<file path="src/rtl/cache_pkg.sv">
// Shared definitions for the direct-mapped write-back data cache:
// address split, block width and FSM state encoding.
package cache_pkg;

  localparam int ADDR_BITS       = 8;
  localparam int BYTE_BITS       = 8;
  localparam int BLOCK_BITS      = 32;
  localparam int DEF_INDEX_BITS  = 3;
  localparam int DEF_OFFSET_BITS = 2;
  localparam int DEF_TAG_BITS    = ADDR_BITS - DEF_INDEX_BITS - DEF_OFFSET_BITS;
  localparam int MEM_ADDR_BITS   = ADDR_BITS - DEF_OFFSET_BITS;

  typedef enum logic [1:0] {
    IDLE      = 2'd0,
    WRITEBACK = 2'd1,
    FETCH     = 2'd2,
    UPDATE    = 2'd3
  } cache_state_t;

endpackage

</file>
<file path="src/rtl/cache_line_array.sv">
// Per-line valid/dirty/tag/data storage with hit compare and byte select.
// Valid and dirty clear asynchronously; tag and data storage is never reset.
module cache_line_array
  import cache_pkg::*;
#(
  parameter int INDEX_BITS = DEF_INDEX_BITS,
  parameter int TAG_BITS   = DEF_TAG_BITS
) (
  input  logic                  clk_sys,
  input  logic                  rst_b,
  input  logic [INDEX_BITS-1:0] index,
  input  logic [TAG_BITS-1:0]   tag,
  input  logic [1:0]            offset,
  input  logic                  byte_we,
  input  logic [BYTE_BITS-1:0]  byte_wdata,
  input  logic                  fill_we,
  input  logic [BLOCK_BITS-1:0] fill_data,
  output logic                  hit,
  output logic                  line_dirty,
  output logic [TAG_BITS-1:0]   line_tag,
  output logic [BLOCK_BITS-1:0] line_data,
  output logic [BYTE_BITS-1:0]  rd_byte
);

  localparam int LINES = 1 << INDEX_BITS;

  logic [LINES-1:0]      valid;
  logic [LINES-1:0]      dirty;
  logic [TAG_BITS-1:0]   tags [LINES];
  logic [BLOCK_BITS-1:0] data [LINES];
  logic [4:0]            bit_sel;

  assign bit_sel = {offset, 3'b000};

  always_ff @(posedge clk_sys or negedge rst_b) begin
    if (!rst_b) begin
      valid <= '0;
      dirty <= '0;
    end else if (fill_we) begin
      valid[index] <= 1'b1;
      dirty[index] <= 1'b0;
    end else if (byte_we) begin
      dirty[index] <= 1'b1;
    end
  end

  always_ff @(posedge clk_sys) begin
    if (fill_we) begin
      tags[index] <= tag;
      data[index] <= fill_data;
    end else if (byte_we) begin
      data[index][bit_sel +: BYTE_BITS] <= byte_wdata;
    end
  end

  assign line_tag   = tags[index];
  assign line_data  = data[index];
  assign line_dirty = dirty[index];
  assign hit        = valid[index] && (tags[index] == tag);
  // Gated by hit so uninitialised data never reaches the CPU bus.
  assign rd_byte    = hit ? line_data[bit_sel +: BYTE_BITS] : '0;

endmodule

</file>
<file path="src/rtl/data_cache.sv">
// Direct-mapped, write-back, write-allocate data cache between the CPU byte
// bus and a 32-bit block memory port.
//
//   state     | meaning
//   IDLE      | serve hits; a miss stalls and picks WRITEBACK or FETCH
//   WRITEBACK | dirty victim block written to memory
//   FETCH     | requested block read from memory
//   UPDATE    | fetched block installed; access replays as a hit in IDLE
module data_cache
  import cache_pkg::*;
#(
  parameter int INDEX_BITS  = DEF_INDEX_BITS,
  parameter int OFFSET_BITS = DEF_OFFSET_BITS
) (
  input  logic                     CLK,
  input  logic                     RESET,
  input  logic                     READ,
  input  logic                     WRITE,
  input  logic [ADDR_BITS-1:0]     ADDRESS,
  input  logic [BYTE_BITS-1:0]     WRITEDATA,
  output logic [BYTE_BITS-1:0]     READDATA,
  output logic                     BUSYWAIT,
  output logic                     MEM_READ,
  output logic                     MEM_WRITE,
  output logic [MEM_ADDR_BITS-1:0] MEM_ADDRESS,
  output logic [BLOCK_BITS-1:0]    MEM_WRITEDATA,
  input  logic [BLOCK_BITS-1:0]    MEM_READDATA,
  input  logic                     MEM_BUSYWAIT
);

  localparam int TAG_BITS = ADDR_BITS - INDEX_BITS - OFFSET_BITS;

  cache_state_t          state;
  logic [TAG_BITS-1:0]   req_tag;
  logic [INDEX_BITS-1:0] index;
  logic                  request;
  logic                  hit;
  logic                  line_dirty;
  logic [TAG_BITS-1:0]   line_tag;
  logic [BLOCK_BITS-1:0] line_data;
  logic                  byte_we;
  logic                  fill_we;
  logic                  stall;

  assign req_tag = ADDRESS[ADDR_BITS-1 -: TAG_BITS];
  assign index   = ADDRESS[OFFSET_BITS +: INDEX_BITS];
  assign request = READ | WRITE;
  // READ and WRITE together resolve as a write.
  assign byte_we = (state == IDLE) && WRITE && hit;
  assign fill_we = (state == UPDATE);

  cache_line_array #(
    .INDEX_BITS (INDEX_BITS),
    .TAG_BITS   (TAG_BITS)
  ) u_lines (
    .clk_sys    (CLK),
    .rst_b      (RESET),
    .index      (index),
    .tag        (req_tag),
    .offset     (ADDRESS[OFFSET_BITS-1:0]),
    .byte_we    (byte_we),
    .byte_wdata (WRITEDATA),
    .fill_we    (fill_we),
    .fill_data  (MEM_READDATA),
    .hit        (hit),
    .line_dirty (line_dirty),
    .line_tag   (line_tag),
    .line_data  (line_data),
    .rd_byte    (READDATA)
  );

  always_ff @(posedge CLK or negedge RESET) begin
    if (!RESET) begin
      state <= IDLE;
    end else begin
      case (state)
        IDLE:      if (request && !hit) state <= line_dirty ? WRITEBACK : FETCH;
        WRITEBACK: if (!MEM_BUSYWAIT) state <= FETCH;
        FETCH:     if (!MEM_BUSYWAIT) state <= UPDATE;
        UPDATE:    state <= IDLE;
        default:   state <= IDLE;
      endcase
    end
  end

  assign stall = (state == IDLE) ? (request && !hit) : 1'b1;
  // While reset is held the CPU request may still be up on a now-cold cache.
  assign BUSYWAIT = RESET && stall;

  assign MEM_READ      = (state == FETCH);
  assign MEM_WRITE     = (state == WRITEBACK);
  assign MEM_WRITEDATA = MEM_WRITE ? line_data : '0;

  always_comb begin
    MEM_ADDRESS = '0;
    if (state == WRITEBACK) MEM_ADDRESS = {line_tag, index};
    else if (state == FETCH) MEM_ADDRESS = {req_tag, index};
  end

endmodule

</file>
<file path="config.mk">
export PLATFORM = sky130hd
export DESIGN_NAME = data_cache
export DESIGN_NICKNAME = d
export VERILOG_FILES = /design/src/rtl/cache_pkg.sv /design/src/rtl/cache_line_array.sv /design/src/rtl/data_cache.sv
export SDC_FILE = /design/constraint.sdc
export NUM_CORES = 1
export LEC_CHECK = 0
export BUFFER_PORTS_ARGS = -buffer_cell sky130_fd_sc_hd__buf_2
export CAP_MARGIN = 5
export CORE_MARGIN = 2
export CORE_UTILIZATION = 54
export DETAILED_ROUTE_END_ITERATION = 8
export GPL_ROUTABILITY_DRIVEN = 0
export MAX_ROUTING_LAYER = met4
export PLACE_DENSITY_LB_ADDON = 0.2
export RECOVER_POWER = 50
export SLEW_MARGIN = 10
export SYNTH_ARGS = -nofsm -noshare
export SYNTH_HDL_FRONTEND = slang
export SYNTH_SLANG_ARGS = --single-unit
</file>
<file path="constraint.sdc">
create_clock -name CLK -period 3.1 [get_ports CLK]
set_input_delay 0.465 -clock CLK [delete_from_list [all_inputs] [get_ports CLK]]
set_output_delay 0.465 -clock CLK [all_outputs]
set_load 0.01 [all_outputs]
</file>
==> out/qor.csv <==
stage;metric;value;unit
pwr;Combinational Power Share;18.1;%
worst_setup_path;critical path class;register to output port;
route;Top Metal Used;met4;
hold_path;Hold Path Origin;ADDRESS[6];
die;Die H;160;um
global_routing;grt total ovfl;0;
worst_setup_path;R2R Setup Slk;-0.02;ns
logic_synthesis;largest family of logic cells by synthesized area;multiplexers;
logic_synthesis;sequential fraction of the synthesis area;67.5;%
sta;Final Hold Vio Count;0;
clock_tree;CTS tree;done;
route;WL/cell;25.9;um
pwr;leakage;6.13;nW
die;FP Rows;57;
global_routing;initial antenna violation count;0;
sta;Final Slew Violations;0;
route;drt pass-1 iters;8;
pwr;clock share of power;35.5;%
sta;fmax;314;MHz
logic_synthesis;Synthesized Nets;910;
global_routing;pin count of the biggest net entering global routing;41;
global_routing;Total GRT Usage;30.2;%
status;failing checks;negative setup slack;
logic_synthesis;synthesized area;0.0131;mm^2
sta;PnR worst setup slack;-0.0888;ns
worst_setup_path;CP max stage delay;0.56;ns
sta;RSZ-0062 raised after global routing;yes;
hold_path;worst hold endpoint;u_lines.tags[1][1]$_DFFE_PP_;
logic_synthesis;XOR/XNOR Fraction of Synth Area;0;%
worst_setup_path;CP dominant cell by count;buf_6;
cells_and_area;most frequent cells in the layout;edfxtp_1, buf_4, buf_2, mux2i_1;
worst_setup_path;Crit path required time;2.63;ns
worst_setup_path;WP data arrival;2.72;ns
clock_tree;Clock Sinks;298;
cells_and_area;# nets final;1170;
clock_tree;Num CTS Buffers;30;
sta;final-report setup violation count;57;
pwr;sequential power share;46.4;%
placed_design;port buffer count;101;
sta;Layout Skew;0.00954;ns
worst_setup_path;startpoint types;register;
worst_setup_path;CP bufs+invs;2;
route;met2 wire length;17.6;mm
pwr;Power Density;625;mW/mm^2
logic_synthesis;post-synthesis simple-gate area fraction;6.25;%
logic_synthesis;Top FF cell, synth;edfxtp_1;
route;metal3 WL;3.73;mm
logic_synthesis;Yosys Warn Count;0;
cells_and_area;fin cells;1455;
worst_setup_path;Critical R2R Capture;u_lines.data[4][23]$_DFFE_PP_;
sta;Final period util;103;%
pwr;switch share;26.2;%
global_routing;wire length of the first global-routing pass;54.9;mm
worst_setup_path;critical-path cell list;mux2i_1 -> o22a_1 -> and3_1 -> or4_4 -> or2_4 -> buf_6 -> a21oi_4 -> buf_6;
route;initial DRC count;1113;
worst_setup_path;critical-path maximum fanout;5;
status;status;finished, violations left;
placed_design;Placement Cell Area;0.0152;mm^2
route;Post-Route WL;37.7;mm
route;via count;8776;
worst_setup_path;reg2reg start;u_lines.valid[5]$_DFFE_PN0P_;
die;chip width;160;um
die;io pins;102;
pwr;internal power;7.56;mW
logic_synthesis;Yosys reg bits;298;
route;Vias per Instance;6.03;
sta;Slew HR;22.5;%
route;Final ANT Viol Nets;0;
pwr;Psw;2.68;mW
cells_and_area;fraction of layout cells with a size suffix above 1;35.5;%
die;Core ar.;0.0241;mm^2
clock_tree;CTS root buffer;clkbuf_16;
worst_setup_path;Slowest-stage cell, CP;or4_4;
logic_synthesis;Avg Cell Area, Syn;15.5;um^2
cells_and_area;# diodes;0;
logic_synthesis;Adder-Cell Fraction of Synth Area;0.954;%
cells_and_area;commonest non-fill, non-tap cell in the layout;edfxtp_1;
sta;Period minus WS final;3.19;ns
route;drc violations;0;
worst_setup_path;Worst Reg-to-Reg Cells;14;
logic_synthesis;post-synthesis cell count;847;
sta;Fin Setup TNS;-0.877;ns
worst_setup_path;crit end category;output port;
placed_design;DP Cell Count;1390;
cells_and_area;final instance area;0.0164;mm^2
die;Initial Util;54.4;%
clock_tree;Clock transition at path regs;0.06;ns
route;metal1 wirelength;14.6;mm
run;max-cap violations;0;
hold_path;Hold WC Path Type;input pin to register;
worst_setup_path;crit-path leading delay family;simple AND/OR/NAND/NOR gates;
clock_tree;clock latency on the worst-skew pair;0.56;ns
global_routing;vias in the first global route;8710;
logic_synthesis;number of enable flip-flop cells after synthesis;280;
clock_tree;H-tree depth;1;
placed_design;post-DP HPWL;26.9;mm
logic_synthesis;Synth Area in Compound Gates;8.51;%
sta;worst-margin pin slew;1.16;ns
pwr;Max IR drop VDD;448;uV
cells_and_area;synth-to-layout area growth;24.9;%
logic_synthesis;count of cell types in the netlist;54;
die;die area;0.0256;mm^2
logic_synthesis;share of flip-flops with an asynchronous set or reset;6.04;%
clock_tree;CTS max path bufs;3;
logic_synthesis;mux share of post-synthesis cell area;13.4;%
hold_path;worst hold stages;1;
-- worst max-delay path by stage --
stage,from,to,cells after the start
2_1_floorplan,ADDRESS[3],u_lines.data[0][0]$_DFFE_PP_,9
3_3_place_gp,ADDRESS[3],READDATA[5],10
3_5_place_dp,ADDRESS[4],u_lines.data[2][26]$_DFFE_PP_,9
4_1_cts,u_lines.tags[3][1]$_DFFE_PP_,BUSYWAIT,8
5_1_grt,u_lines.tags[2][1]$_DFFE_PP_,BUSYWAIT,8
6_report,u_lines.tags[3][1]$_DFFE_PP_,READDATA[7],8
-- power groups by stage --
| stage | Combinational [mW] | Clock, mW | Sequential (mW) |
|---|---|---|---|
| finish | 1.85 | 3.64 | 4.75 |
| floorplan | 0.959 | 0 | 4.79 |
| CTS | 1.86 | 3.65 | 4.75 |
| detailed placement | 1.79 | 0 | 4.83 |
| global placement | 1.76 | 0 | 4.83 |
| global route | 1.96 | 3.80 | 4.77 |
-- what timing repair did --
| action | in CTS | in global routing |
|---|---|---|
| setup buffers | 7 | 3 |
| pin swaps | 7 | 3 |
| hold buffers | 1 | 0 |
| setup endpoints to repair | 9 | 161 |
| gates resized for setup | 36 | 19 |
| hold endpoints to repair | 18 | 0 |
-- metal layers --
metal  track usage, %  vias to the layer above
met4             11.7                        0
met2             46.7                      494
met3             6.31                      123
li1                 -                     3806
met1             39.7                     4353
met5                -                        -
-- registers in the layout, indices dropped and copies added (netlist names), named ones only --
name           count
state              2
u_lines.tags      24
u_lines.valid      8
u_lines.data     256
-- stage by stage --
stage | setup WS (ns) | hold slack (ns) | total power, mW | util (%)
2_1_floorplan | -0.0484 | 0.169 | 5.75 | -
3_3_place_gp | -0.177 | 0.451 | 6.59 | 63.1
3_5_place_dp | -0.228 | 0.453 | 6.62 | 63.1
4_1_cts | -0.0689 | 0.255 | 10.3 | 68.1
5_1_grt | -0.127 | 0.271 | 10.5 | 68.0
6_report | -0.0888 | 0.267 | 10.2 | 68.0
-- layout make-up --
type / instances / area, um^2
sequential: 298 / 8860
fill: 1726 / 7710
multi-input combinational: 450 / 3980
timing repair buffer: 275 / 1960
clock buffer: 43 / 861
tap: 324 / 405
inverter: 52 / 195
clock inverter: 13 / 135
-- worst register-to-register path: stages (launching register included) --
cell      delay, ns
dfrtp_1        0.42
mux2_2         0.28
a221o_1        0.34
a222oi_1       0.31
buf_4          0.18
buf_4          0.10
buf_4          0.09
buf_4          0.09
buf_4          0.09
clkbuf_1       0.22
nor4_4         0.08
buf_6          0.16
buf_6          0.17
o21a_1         0.21
buf_12         0.15
-- cells in the mapped netlist (15+ instances only) --
master | n | area share [%]
dfrtp_1 | 18 | 3.4
inv_1 | 50 | 1.4
o21a_1 | 33 | 1.9
mux2i_1 | 80 | 6.1
nand2_1 | 51 | 1.5
nor2_1 | 43 | 1.2
mux2_2 | 15 | 1.3
a21oi_1 | 21 | 0.80
a22o_1 | 15 | 1.0
clkbuf_1 | 21 | 0.60
edfxtp_1 | 280 | 64
a22oi_1 | 15 | 0.86
a221oi_1 | 19 | 1.3
mux4_2 | 35 | 6.0
-- kinds of logic after synthesis --
group | after synthesis
AO/OA/AOI/OAI | 152
AND/OR/NAND/NOR | 158
adder cells (fa/ha/maj) | 10
multiplexers | 130
flip-flops | 298
buffers and inverters | 99
No activity file was read; power rests on OpenSTA's default activity.
